**src/rtl/coin_acceptor_if.sv**
```systemverilog
// Coin-slot bundle: raw sensors and enable in, credit pulses,
// status and counters out.
interface coin_acceptor_if #(
   parameter int CNT_W = 8
);
   logic             coin_5_raw;
   logic             coin_10_raw;
   logic             accept_en;
   logic             rs_5_in;
   logic             rs_10_in;
   logic             coin_reject;
   logic             busy;
   logic [CNT_W-1:0] accept_count;
   logic [CNT_W-1:0] reject_count;

   modport master (
      output coin_5_raw, coin_10_raw, accept_en,
      input  rs_5_in, rs_10_in, coin_reject, busy,
      input  accept_count, reject_count
   );

   modport slave (
      input  coin_5_raw, coin_10_raw, accept_en,
      output rs_5_in, rs_10_in, coin_reject, busy,
      output accept_count, reject_count
   );
endinterface

```
**src/rtl/coin_acceptor.sv**
```systemverilog
// Coin acceptor front end: sync, debounce, classify and credit
// Rs5/Rs10 coins with single-cycle pulses and saturating counters.
module coin_acceptor #(
   parameter int DEBOUNCE = 4,
   parameter int MIN_GAP  = 8,
   parameter int CNT_W    = 8
) (
   input logic            clock,
   input logic            reset,
   coin_acceptor_if.slave bus
);
   localparam int MAXC = (DEBOUNCE > MIN_GAP) ? DEBOUNCE : MIN_GAP;
   localparam int CW   = $clog2(MAXC + 1);

   typedef enum logic [2:0] {
      IDLE, QUAL, EMIT, REJECT, RELEASE, GAP
   } state_t;

   state_t           state_q, state_d;
   logic [CW-1:0]    cnt_q, cnt_d;
   logic [1:0]       sync5_q, sync5_d;
   logic [1:0]       sync10_q, sync10_d;
   logic             coin10_q, coin10_d;
   logic             rs5_q, rs5_d;
   logic             rs10_q, rs10_d;
   logic             rej_q, rej_d;
   logic             busy_q, busy_d;
   logic [CNT_W-1:0] acc_q, acc_d;
   logic [CNT_W-1:0] rejc_q, rejc_d;

   logic s5, s10, hit, other;

   assign s5    = sync5_q[1];
   assign s10   = sync10_q[1];
   assign hit   = coin10_q ? s10 : s5;
   assign other = coin10_q ? s5 : s10;

   always_comb begin
      state_d  = state_q;
      cnt_d    = cnt_q;
      coin10_d = coin10_q;
      rs5_d    = 1'b0;
      rs10_d   = 1'b0;
      rej_d    = 1'b0;
      acc_d    = acc_q;
      rejc_d   = rejc_q;
      sync5_d  = {sync5_q[0], bus.coin_5_raw};
      sync10_d = {sync10_q[0], bus.coin_10_raw};
      unique case (state_q)
         IDLE: begin
            if (s5 && s10) begin
               state_d = REJECT;
            end else if (s5 ^ s10) begin
               state_d  = QUAL;
               coin10_d = s10;
               cnt_d    = CW'(1);
            end
         end
         QUAL: begin
            if (hit && !other) begin
               cnt_d = cnt_q + 1'b1;
               if (cnt_q == CW'(DEBOUNCE - 1))
                  state_d = EMIT;
            end else begin
               state_d = REJECT;
            end
         end
         EMIT: begin
            if (bus.accept_en) begin
               rs5_d  = !coin10_q;
               rs10_d = coin10_q;
               acc_d  = (&acc_q) ? acc_q : acc_q + 1'b1;
            end else begin
               rej_d  = 1'b1;
               rejc_d = (&rejc_q) ? rejc_q : rejc_q + 1'b1;
            end
            state_d = RELEASE;
            cnt_d   = '0;
         end
         REJECT: begin
            rej_d   = 1'b1;
            rejc_d  = (&rejc_q) ? rejc_q : rejc_q + 1'b1;
            state_d = RELEASE;
            cnt_d   = '0;
         end
         RELEASE: begin
            // any sensor activity restarts the quiet window
            if (s5 || s10) begin
               cnt_d = '0;
            end else if (cnt_q == CW'(DEBOUNCE - 1)) begin
               state_d = GAP;
               cnt_d   = '0;
            end else begin
               cnt_d = cnt_q + 1'b1;
            end
         end
         GAP: begin
            if (cnt_q == CW'(MIN_GAP - 1)) begin
               state_d = IDLE;
               cnt_d   = '0;
            end else begin
               cnt_d = cnt_q + 1'b1;
            end
         end
         default: begin
            state_d = IDLE;
            cnt_d   = '0;
         end
      endcase
      busy_d = (state_d != IDLE);
   end

   always_ff @(posedge clock or negedge reset) begin
      if (!reset) begin
         state_q  <= IDLE;
         cnt_q    <= '0;
         sync5_q  <= '0;
         sync10_q <= '0;
         coin10_q <= 1'b0;
         rs5_q    <= 1'b0;
         rs10_q   <= 1'b0;
         rej_q    <= 1'b0;
         busy_q   <= 1'b0;
         acc_q    <= '0;
         rejc_q   <= '0;
      end else begin
         state_q  <= state_d;
         cnt_q    <= cnt_d;
         sync5_q  <= sync5_d;
         sync10_q <= sync10_d;
         coin10_q <= coin10_d;
         rs5_q    <= rs5_d;
         rs10_q   <= rs10_d;
         rej_q    <= rej_d;
         busy_q   <= busy_d;
         acc_q    <= acc_d;
         rejc_q   <= rejc_d;
      end
   end

   assign bus.rs_5_in      = rs5_q;
   assign bus.rs_10_in     = rs10_q;
   assign bus.coin_reject  = rej_q;
   assign bus.busy         = busy_q;
   assign bus.accept_count = acc_q;
   assign bus.reject_count = rejc_q;
endmodule

```
**src/flat_wrapper.sv**
```systemverilog
// flat-port wrapper written by rule: the top's interface ports become plain ports
module coin_acceptor_flat 
#(
   parameter int DEBOUNCE = 4,
   parameter int MIN_GAP  = 8,
   parameter int CNT_W    = 8
)
  (clock, reset, bus_coin_5_raw, bus_coin_10_raw, bus_accept_en, bus_rs_5_in, bus_rs_10_in, bus_coin_reject, bus_busy, bus_accept_count, bus_reject_count);
  coin_acceptor_if #(.CNT_W(CNT_W)) bus_i ();
  input logic clock;
  input logic reset;
  input wire logic [$bits(bus_i.coin_5_raw)-1:0] bus_coin_5_raw;
  input wire logic [$bits(bus_i.coin_10_raw)-1:0] bus_coin_10_raw;
  input wire logic [$bits(bus_i.accept_en)-1:0] bus_accept_en;
  output wire logic [$bits(bus_i.rs_5_in)-1:0] bus_rs_5_in;
  output wire logic [$bits(bus_i.rs_10_in)-1:0] bus_rs_10_in;
  output wire logic [$bits(bus_i.coin_reject)-1:0] bus_coin_reject;
  output wire logic [$bits(bus_i.busy)-1:0] bus_busy;
  output wire logic [$bits(bus_i.accept_count)-1:0] bus_accept_count;
  output wire logic [$bits(bus_i.reject_count)-1:0] bus_reject_count;
  assign bus_i.coin_5_raw = bus_coin_5_raw;
  assign bus_i.coin_10_raw = bus_coin_10_raw;
  assign bus_i.accept_en = bus_accept_en;
  assign bus_rs_5_in = bus_i.rs_5_in;
  assign bus_rs_10_in = bus_i.rs_10_in;
  assign bus_coin_reject = bus_i.coin_reject;
  assign bus_busy = bus_i.busy;
  assign bus_accept_count = bus_i.accept_count;
  assign bus_reject_count = bus_i.reject_count;
  coin_acceptor #(.DEBOUNCE(DEBOUNCE), .MIN_GAP(MIN_GAP), .CNT_W(CNT_W)) u_core (.clock(clock), .reset(reset), .bus(bus_i));
endmodule
```
**config.mk**
```make
export PLATFORM = sky130hd
export DESIGN_NAME = coin_acceptor_flat
export DESIGN_NICKNAME = d
export VERILOG_FILES = /design/src/rtl/coin_acceptor_if.sv /design/src/rtl/coin_acceptor.sv /design/src/flat_wrapper.sv
export SDC_FILE = /design/constraint.sdc
export NUM_CORES = 1
export LEC_CHECK = 0
export CAP_MARGIN = 25
export CELL_PAD_IN_SITES_DETAIL_PLACEMENT = 0
export CELL_PAD_IN_SITES_GLOBAL_PLACEMENT = 1
export CORE_ASPECT_RATIO = 0.6
export CORE_UTILIZATION = 41
export DETAILED_ROUTE_END_ITERATION = 6
export PLACE_DENSITY_LB_ADDON = 0.1
export SLEW_MARGIN = 15
export SYNTH_ARGS = -nofsm -noshare
export SYNTH_HDL_FRONTEND = slang
export SYNTH_SLANG_ARGS = --single-unit
```
**constraint.sdc**
```tcl
create_clock -name clock -period 2.4 [get_ports clock]
set_input_delay 0.24 -clock clock [delete_from_list [all_inputs] [get_ports clock]]
set_output_delay 0.24 -clock clock [all_outputs]
set_load 0.02 [all_outputs]
```
==> results of run 1 <==
-- logic make-up after synthesis --
logic type                 after synthesis
AOI/OAI and AO/OA                       23
xor gates and xnor gates                14
adders and majority gates                5
buffers and inverters                    9
DFF                                     32
muxes                                    3
and+or+nand+nor                         54
-- critical path, delay by kind of cell, from the launching register on --
| kind | cells | cell delay, ps |
|---|---|---|
| DFF | 1 | 390 |
| AOI/OAI and AO/OA | 2 | 440 |
| buffers and inverters | 1 | 70 |
| and+or+nand+nor | 2 | 550 |
| adders and majority gates | 1 | 340 |
-- routing by layer --
metal	vias to the layer above	GRT usage [%]	routed length, µm
li1	570	-	-
met1	564	24.6	1550
met2	33	26.9	1320
met3	5	6.11	156
met4	0	7.02	51
met5	-	0	0
-- registers in the layout, indices dropped and copies added, names as in the netlist --
name	cells
u_core.bus.accept_count	8
u_core.bus.busy	1
u_core.bus.coin_reject	1
u_core.bus.reject_count	8
u_core.bus.rs_10_in	1
u_core.bus.rs_5_in	1
u_core.cnt_q	4
u_core.coin10_q	1
u_core.state_q	3
u_core.sync10_q	2
u_core.sync5_q	2
-- report_power, final --
part / internal [µW] / switching, µW
combinational: 389 / 401
sequential: 675 / 208
clock: 234 / 196
-- cell usage in the layout (no fill, tap or decap), types with 2 or more instances in the layout --
master	n
nand3_1	6
nor2_1	8
clkbuf_1	2
clkdlybuf4s50_1	24
a21oi_1	4
nand4_1	7
xor2_1	2
o21ai_0	3
inv_1	5
a22o_1	2
and3_1	6
mux2_2	2
xnor2_1	12
clkbuf_8	6
nand2_1	7
o22ai_1	2
ha_1	5
nand2b_1	2
dfrtp_1	32
nor3_1	4
-- path summary, 6_finish.rpt --
check                                             end  depth (start not counted)                from
setup / recovery                      u_core.bus.busy                          6  u_core.sync10_q[1]
setup reg to reg                      u_core.bus.busy                          6  u_core.sync10_q[1]
min in group clock                  u_core.sync5_q[1]                          0   u_core.sync5_q[0]
hold / removal                        u_core.cnt_q[2]                          2               reset
hold reg to reg                     u_core.sync5_q[1]                          0   u_core.sync5_q[0]
max in group asynchronous  u_core.bus.accept_count[1]                          2               reset
-- cell type report --
type	count	area [µm²]	share of cell area, %
timing repair buffer	25	248	12.8
sequential	32	801	41.4
tap	45	56.3	2.91
multi-input combinational	99	721	37.3
clock buffer	8	90.1	4.66
inverter	5	18.8	0.970
-- through the flow --
stage	hold WS [ps]	instance area [µm²]	setup slack (ps)	util [%]
after floorplan	-55.6	1560	650	-
after global placement	335	1840	574	53.6
after detailed placement	337	1840	545	53.6
after CTS	351	1930	520	56.2
after global routing	367	1930	398	56.2
final	349	1930	503	56.2
==> PnR_summary.wiki, run 1 <==
{| class="wikitable"
! Metric !! Value
|-
| Total standard cell area after synthesis || 1560 µm²
|-
| RSZ-0062 raised after global routing || no
|-
| Cell total after placement || slightly above 200
|-
| XOR/XNOR share of the synthesized area || 7.86%
|-
| Post-route antenna net violation count || 0
|-
| Starting density of the core || 45.3%
|-
| Worst min-delay path class || input pin to asynchronous set/reset pin
|-
| List of cells traversed by the critical path || inv_1, ha_1, nor3_1, a311oi_1, a311o_1, or3b_1
|-
| Max Cap Viol || 0
|-
| Fraction of layout cells with a size suffix above 1 || under 10%
|-
| Total power consumption of the routed design || ~2100 µW
|-
| CTS tree || done
|-
| Slowest stage delay, CP || 390 ps
|-
| Outcome || finished, final reports clean
|-
| HPWL after detailed placement || 2160 µm
|-
| Die width || slightly above 80 µm
|-
| Most instantiated cells after synthesis || dfrtp_1 (32), xnor2_1 (12), nor2_1 (8)
|-
| Synthesized instance count || between 100 and 150
|-
| Post-Syn Nets || 150
|-
| Source-to-sink clock delay at the later pin of the worst-skew pair || 280 ps
|-
| Sequential share of the synthesized area || 51.3%
|-
| Mean area per synthesized cell || 11.1 µm²
|-
| Setup skew after layout || 5.63 ps
|-
| Static leakage || between 0.0008 and 0.0009 µW
|-
| Area fraction in compound gates after synthesis || 11.9%
|-
| Area inside the core boundary || 3440 µm²
|-
| Clock tree buffer depth || 2
|-
| Global route total overflow || 0
|-
| Upper clock frequency limit || 527 MHz
|-
| Pin count of the biggest net entering global routing || 33
|-
| Area growth from synthesis to layout || 24.0%
|-
| Clock slew at the register clock pins of the worst setup and hold paths || 70 ps
|-
| Yosys warning total || 0
|-
| Simple-gate share of the synthesized area || approximately 20%
|-
| Cells taking the most area after synthesis || dfrtp_1 (51%), xnor2_1 (6.7%), ha_1 (4.0%), nand4_1 (2.8%), and3_1 (2.4%)
|-
| Sinks on the clock net || 32
|-
| Number of synthesized register bits || 32
|-
| Hold Fails Final Rpt || 0
|-
| Total Neg Setup Slack || 0 ps
|-
| Routed vias/inst || about 5.5
|-
| Post-synthesis adder-cell area fraction || 4.01%
|-
| Per-cell routed wire length || 14.4 µm
|-
| Vertical die dimension || 49.8 µm
|-
| Synth async-reset ratio || 100%
|-
| Cts bufs inserted || 5
|-
| 1st-iter DRT viols || 65
|-
| Power Dens Cells || between 1000 and 1500 nW/µm²
|-
| Top cell type's share of synthesized area || approximately half
|-
| Fillers || 303
|-
| Cell Count, Final, Fillers Out || 214
|-
| Worst-path cell with the longest stage delay || dfrtp_1
|-
| Data arrival time of the critical path || slightly above 2000 ps
|-
| Dominant register cell in the synthesized netlist || dfrtp_1
|-
| H-tree depth || 2
|-
| Post-synth cell types || between 40 and 50
|-
| Clock tree root buffer cell || clkbuf_8
|-
| Remaining DRCs || 0
|-
| Cells resized by post-CTS repair || 0
|-
| Wire length of the first global-routing pass || 5340 µm
|-
| NumNets Final || roughly 180
|-
| Required time at the endpoint of the critical path || around 2600 ps
|-
| Max FO, Critical Path || 4
|-
| Gp weighted congestion || 0.842
|-
| Max-slew violation count || 0
|-
| Count of final setup violators || 0
|-
| Maximum ir drop on the vdd rail || between 0.0005 and 0.0006 V
|-
| Number of buffers inserted by port buffering || 24
|-
| Period utilization || 79.1%
|-
| Vias in the first global route || 1098
|-
| Total wire length || 3080 µm
|-
| Endpoint type of the worst setup path || register
|-
| Cell with the most instances after synthesis || dfrtp_1
|-
| Actual slew at the worst max-slew pin || about 650 ps
|-
| Startpoint-to-endpoint class of the critical path || register to register
|-
| Via count || 1172
|-
| Max-Slew Margin vs Limit || between 50% and 60%
|-
| Antenna violations before repair || 0
|-
| Period minus WS final || approximately 1900 ps
|-
| Count of flip-flops with a built-in enable after synthesis || 0
|-
| Number of buffers added for setup after CTS || 0
|-
| Dominant combinational cell family by area after synthesis || simple AND/OR/NAND/NOR gates
|-
| Drt pass-1 iters || 4
|-
| Overall fraction of global-route tracks in use || between 10% and 20%
|-
| Kind of start point of the critical path || register
|-
| # hold bufs at CTS || 0
|-
| Die Footprint || 4060 µm²
|-
| Boundary pin count || 25
|-
| Core Rows || 16
|-
| Register-to-Register Setup Slack || 500 ps
|-
| Ant. Diodes || 0
|-
| Cell taking the most area after synthesis || dfrtp_1
|-
| Post-synthesis mux area share || ~2.1%
|}
(Power assumes the default switching activity.)
==> run 2, diff against run 1 <==
--- a/config.mk
+++ b/config.mk
@@ -9,7 +9,7 @@
 export CELL_PAD_IN_SITES_DETAIL_PLACEMENT = 0
 export CELL_PAD_IN_SITES_GLOBAL_PLACEMENT = 1
 export CORE_ASPECT_RATIO = 0.6
-export CORE_UTILIZATION = 41
+export CORE_UTILIZATION = 37
 export DETAILED_ROUTE_END_ITERATION = 6
 export PLACE_DENSITY_LB_ADDON = 0.1
 export SLEW_MARGIN = 15
==> constraint.sdc (replaced) <==
create_clock -name clock -period 1.6 [get_ports clock]
set_input_delay 0.16 -clock clock [delete_from_list [all_inputs] [get_ports clock]]
set_output_delay 0.16 -clock clock [all_outputs]
set_load 0.02 [all_outputs]
==> PnR_summary.wiki, run 2 (synthesis gave the netlist of run 1 again) <==
{| class="wikitable"
! Metric !! Value
|-
| Ant. Diodes || 0 (unchanged)
|-
| Vias in the first global route || 1224 (was 1098)
|-
| Starting density of the core || 40.5% (was 45.3%)
|-
| Routed vias/inst || 5.00 (was 5.48)
|-
| Number of buffers inserted by port buffering || 24 (unchanged)
|-
| Internal Power || 2380 µW (was 1300 µW)
|-
| RSZ-0062 raised after global routing || yes (was no)
|-
| Vertical die dimension || 52.3 µm (was 49.8 µm)
|-
| Worst r2r dst || u_core.bus.busy (unchanged)
|-
| Standard cell area after detailed placement || 2090 µm² (was 1840 µm²)
|-
| Core Rows || 17 (was 16)
|-
| Commonest non-fill, non-tap cell in the layout || dfrtp_1 (unchanged)
|-
| Period utilization || 107% (was 79.1%)
|-
| H-tree depth || 2 (unchanged)
|-
| Source-to-sink clock delay at the later pin of the worst-skew pair || 280 ps (about the same)
|-
| Die width || 85.8 µm (was 81.6 µm)
|-
| Flop pwr share || 33.5% (was 42.0%)
|-
| NumNets Final || 203 (was 178)
|-
| Maximum ir drop on the vdd rail || 0.000845 V (was 0.000512 V)
|-
| Overall fraction of global-route tracks in use || 18.8% (was 18.3%)
|-
| Worst min-delay path class || input pin to asynchronous set/reset pin (unchanged)
|-
| Max-Slew Margin vs Limit || 72.1% (was 56.3%)
|-
| Per-cell routed wire length || 15.2 µm (was 14.4 µm)
|-
| Gp weighted congestion || 0.773 (was 0.842)
|-
| Register-to-Register Setup Slack || -110 ps (was 500 ps)
|-
| Post-route antenna net violation count || 0 (unchanged)
|-
| Outcome || finished with violations (was finished, final reports clean)
|-
| # hold bufs at CTS || 0 (unchanged)
|-
| Boundary pin count || 25 (unchanged)
|-
| Data arrival time of the critical path || 1870 ps (was 2060 ps)
|-
| Fraction of layout cells with a size suffix above 1 || 30.4% (was 8.28%)
|-
| Clock tree buffer depth || 2 (unchanged)
|-
| Antenna violations before repair || 0 (unchanged)
|-
| Clock tree root buffer cell || clkbuf_8 (unchanged)
|-
| Wire length of the first global-routing pass || 6150 µm (was 5340 µm)
|-
| Cell Count, Final, Fillers Out || 251 (was 214)
|-
| Actual slew at the worst max-slew pin || 418 ps (was 649 ps)
|-
| Drt pass-1 iters || 4 (unchanged)
|-
| Clk pwr share || 18.3% (was 20.4%)
|-
| Total wire length || 3820 µm (was 3080 µm)
|-
| Sinks on the clock net || 32 (unchanged)
|-
| HPWL after detailed placement || 2740 µm (was 2160 µm)
|-
| Sw frac || 37.3% (was 38.3%)
|-
| Upper clock frequency limit || 584 MHz (was 527 MHz)
|-
| Clock slew at the register clock pins of the worst setup and hold paths || 70 ps (about the same)
|-
| Endpoint type of the worst setup path || register (unchanged)
|-
| 1st-iter DRT viols || 114 (was 65)
|-
| Via count || 1255 (was 1172)
|-
| Least setup slack across all paths after layout || -111 ps (was 503 ps)
|-
| Logic depth of the worst register-to-register path || 6 (unchanged)
|-
| Pin count of the biggest net entering global routing || 33 (unchanged)
|-
| Cts bufs inserted || 5 (unchanged)
|-
| Period minus WS final || 1710 ps (was 1900 ps)
|-
| Kind of start point of the critical path || register (unchanged)
|-
| Violated checks || setup timing
|-
| Max FO, Critical Path || 4 (unchanged)
|-
| Required time at the endpoint of the critical path || 1760 ps (was 2570 ps)
|-
| Area inside the core boundary || 3850 µm² (was 3440 µm²)
|-
| Max Cap Viol || 0 (unchanged)
|-
| Static leakage || 0.000968 µW (was 0.000833 µW)
|-
| Reg-to-reg critical path startpoint || u_core.sync10_q[1] (unchanged)
|-
| Max-slew violation count || 0 (unchanged)
|-
| Post-route design area || 2290 µm² (was 1930 µm²)
|-
| Setup skew after layout || 4.08 ps (was 5.63 ps)
|-
| Combinational share of power || 48.2% (was 37.6%)
|-
| Cell total after placement || 242 (was 206)
|-
| Switching pwr || 1420 µW (was 805 µW)
|-
| Startpoint-to-endpoint class of the critical path || register to register (unchanged)
|-
| Die Footprint || 4490 µm² (was 4060 µm²)
|-
| Hold Fails Final Rpt || 0 (unchanged)
|-
| Global route total overflow || 0 (unchanged)
|-
| Count of final setup violators || 1 (was 0)
|-
| CTS tree || done (unchanged)
|-
| Power Dens Cells || 1660 nW/µm² (was 1090 nW/µm²)
|-
| Area growth from synthesis to layout || 46.7% (was 24.0%)
|-
| Commonest cells after routing, fill and taps aside || dfrtp_1 (26), clkdlybuf4s50_1 (24), buf_4 (24) (was dfrtp_1 (32), clkdlybuf4s50_1 (24), xnor2_1 (12))
|-
| Remaining DRCs || 0 (unchanged)
|}
==> run 2: changes by cell type in the layout (fill, tap and decap cells not counted), moves of 3 or more <==
cell	change
ha_1	-5
ha_4	+3
buf_4	+23
dfrtp_1	-6
dfrtp_2	+6
==> run 2: how the worst max path moves through the flow <==
stage / endpoint / slack [ps] / cells after the start / startpoint
after floorplan: u_core.bus.reject_count[1] / -20 / 4 / u_core.bus.reject_count[0]
after global placement: u_core.bus.busy / -40 / 5 / u_core.cnt_q[1]
after detailed placement: u_core.bus.busy / -90 / 5 / u_core.sync10_q[1]
after CTS: u_core.bus.busy / -100 / 6 / u_core.sync10_q[1]
after global routing: u_core.bus.busy / -170 / 4 / u_core.sync10_q[1]
final: u_core.bus.busy / -110 / 6 / u_core.sync10_q[1]
==> run 2: area by class of cell <==
type	instances	area [µm²]
clock buffers	8	100
well taps	57	71.3
repair buffers	50	443
flip-flops and latches	32	808
fillers	327	1560
multi-input cells	99	847
inverters	5	18.8
==> run 2: what timing repair did <==
action / CTS / global route
cloned: 0 / 0
resized for setup: 6 / 11
pin swaps: 1 / 6
setup endpoints to repair: 6 / 13
buffers inserted: 0 / 1
==> run 2: worst max-delay path, cell delays in order, from the launching register on <==
cell	delay, ps
dfrtp_1	420
inv_2	70
ha_4	250
nor3_2	110
a311oi_1	70
a311o_1	300
or3b_1	360
==> run 2: metal layers <==
layer  share of wire [%]  vias to the layer above  global-route usage (%)
met2                  40                       35                    24.8
met5                   0                        -                       0
met1                  55                      599                    28.7
met4                0.92                        0                    7.22
li1                    -                      616                       -
met3                 3.8                        5                    4.88
==> run 2: stage by stage <==
stage | setup slack [ps] | setup TNS, ps | hold slack [ps] | power (µW) | util, %
2_1_floorplan | -18.4 | -18.4 | -136 | 2150 | -
3_3_place_gp | -35.6 | -74.8 | 357 | 2880 | 54.2
3_5_place_dp | -88.9 | -198 | 349 | 2920 | 54.2
4_1_cts | -97.5 | -97.5 | 292 | 3690 | 57.6
5_1_grt | -173 | -344 | 311 | 4040 | 59.4
6_report | -111 | -111 | 283 | 3800 | 59.4
==> run 2: power by group through the flow <==
| stage | sequential [µW] | clock [µW] | combinational (µW) |
|---|---|---|---|
| 6_report | 1270 | 695 | 1830 |
| 5_1_grt | 1300 | 752 | 1990 |
| 4_1_cts | 1240 | 717 | 1740 |
| 3_5_place_dp | 1250 | 0 | 1670 |
| 3_3_place_gp | 1240 | 0 | 1640 |
| 2_1_floorplan | 1340 | 0 | 802 |
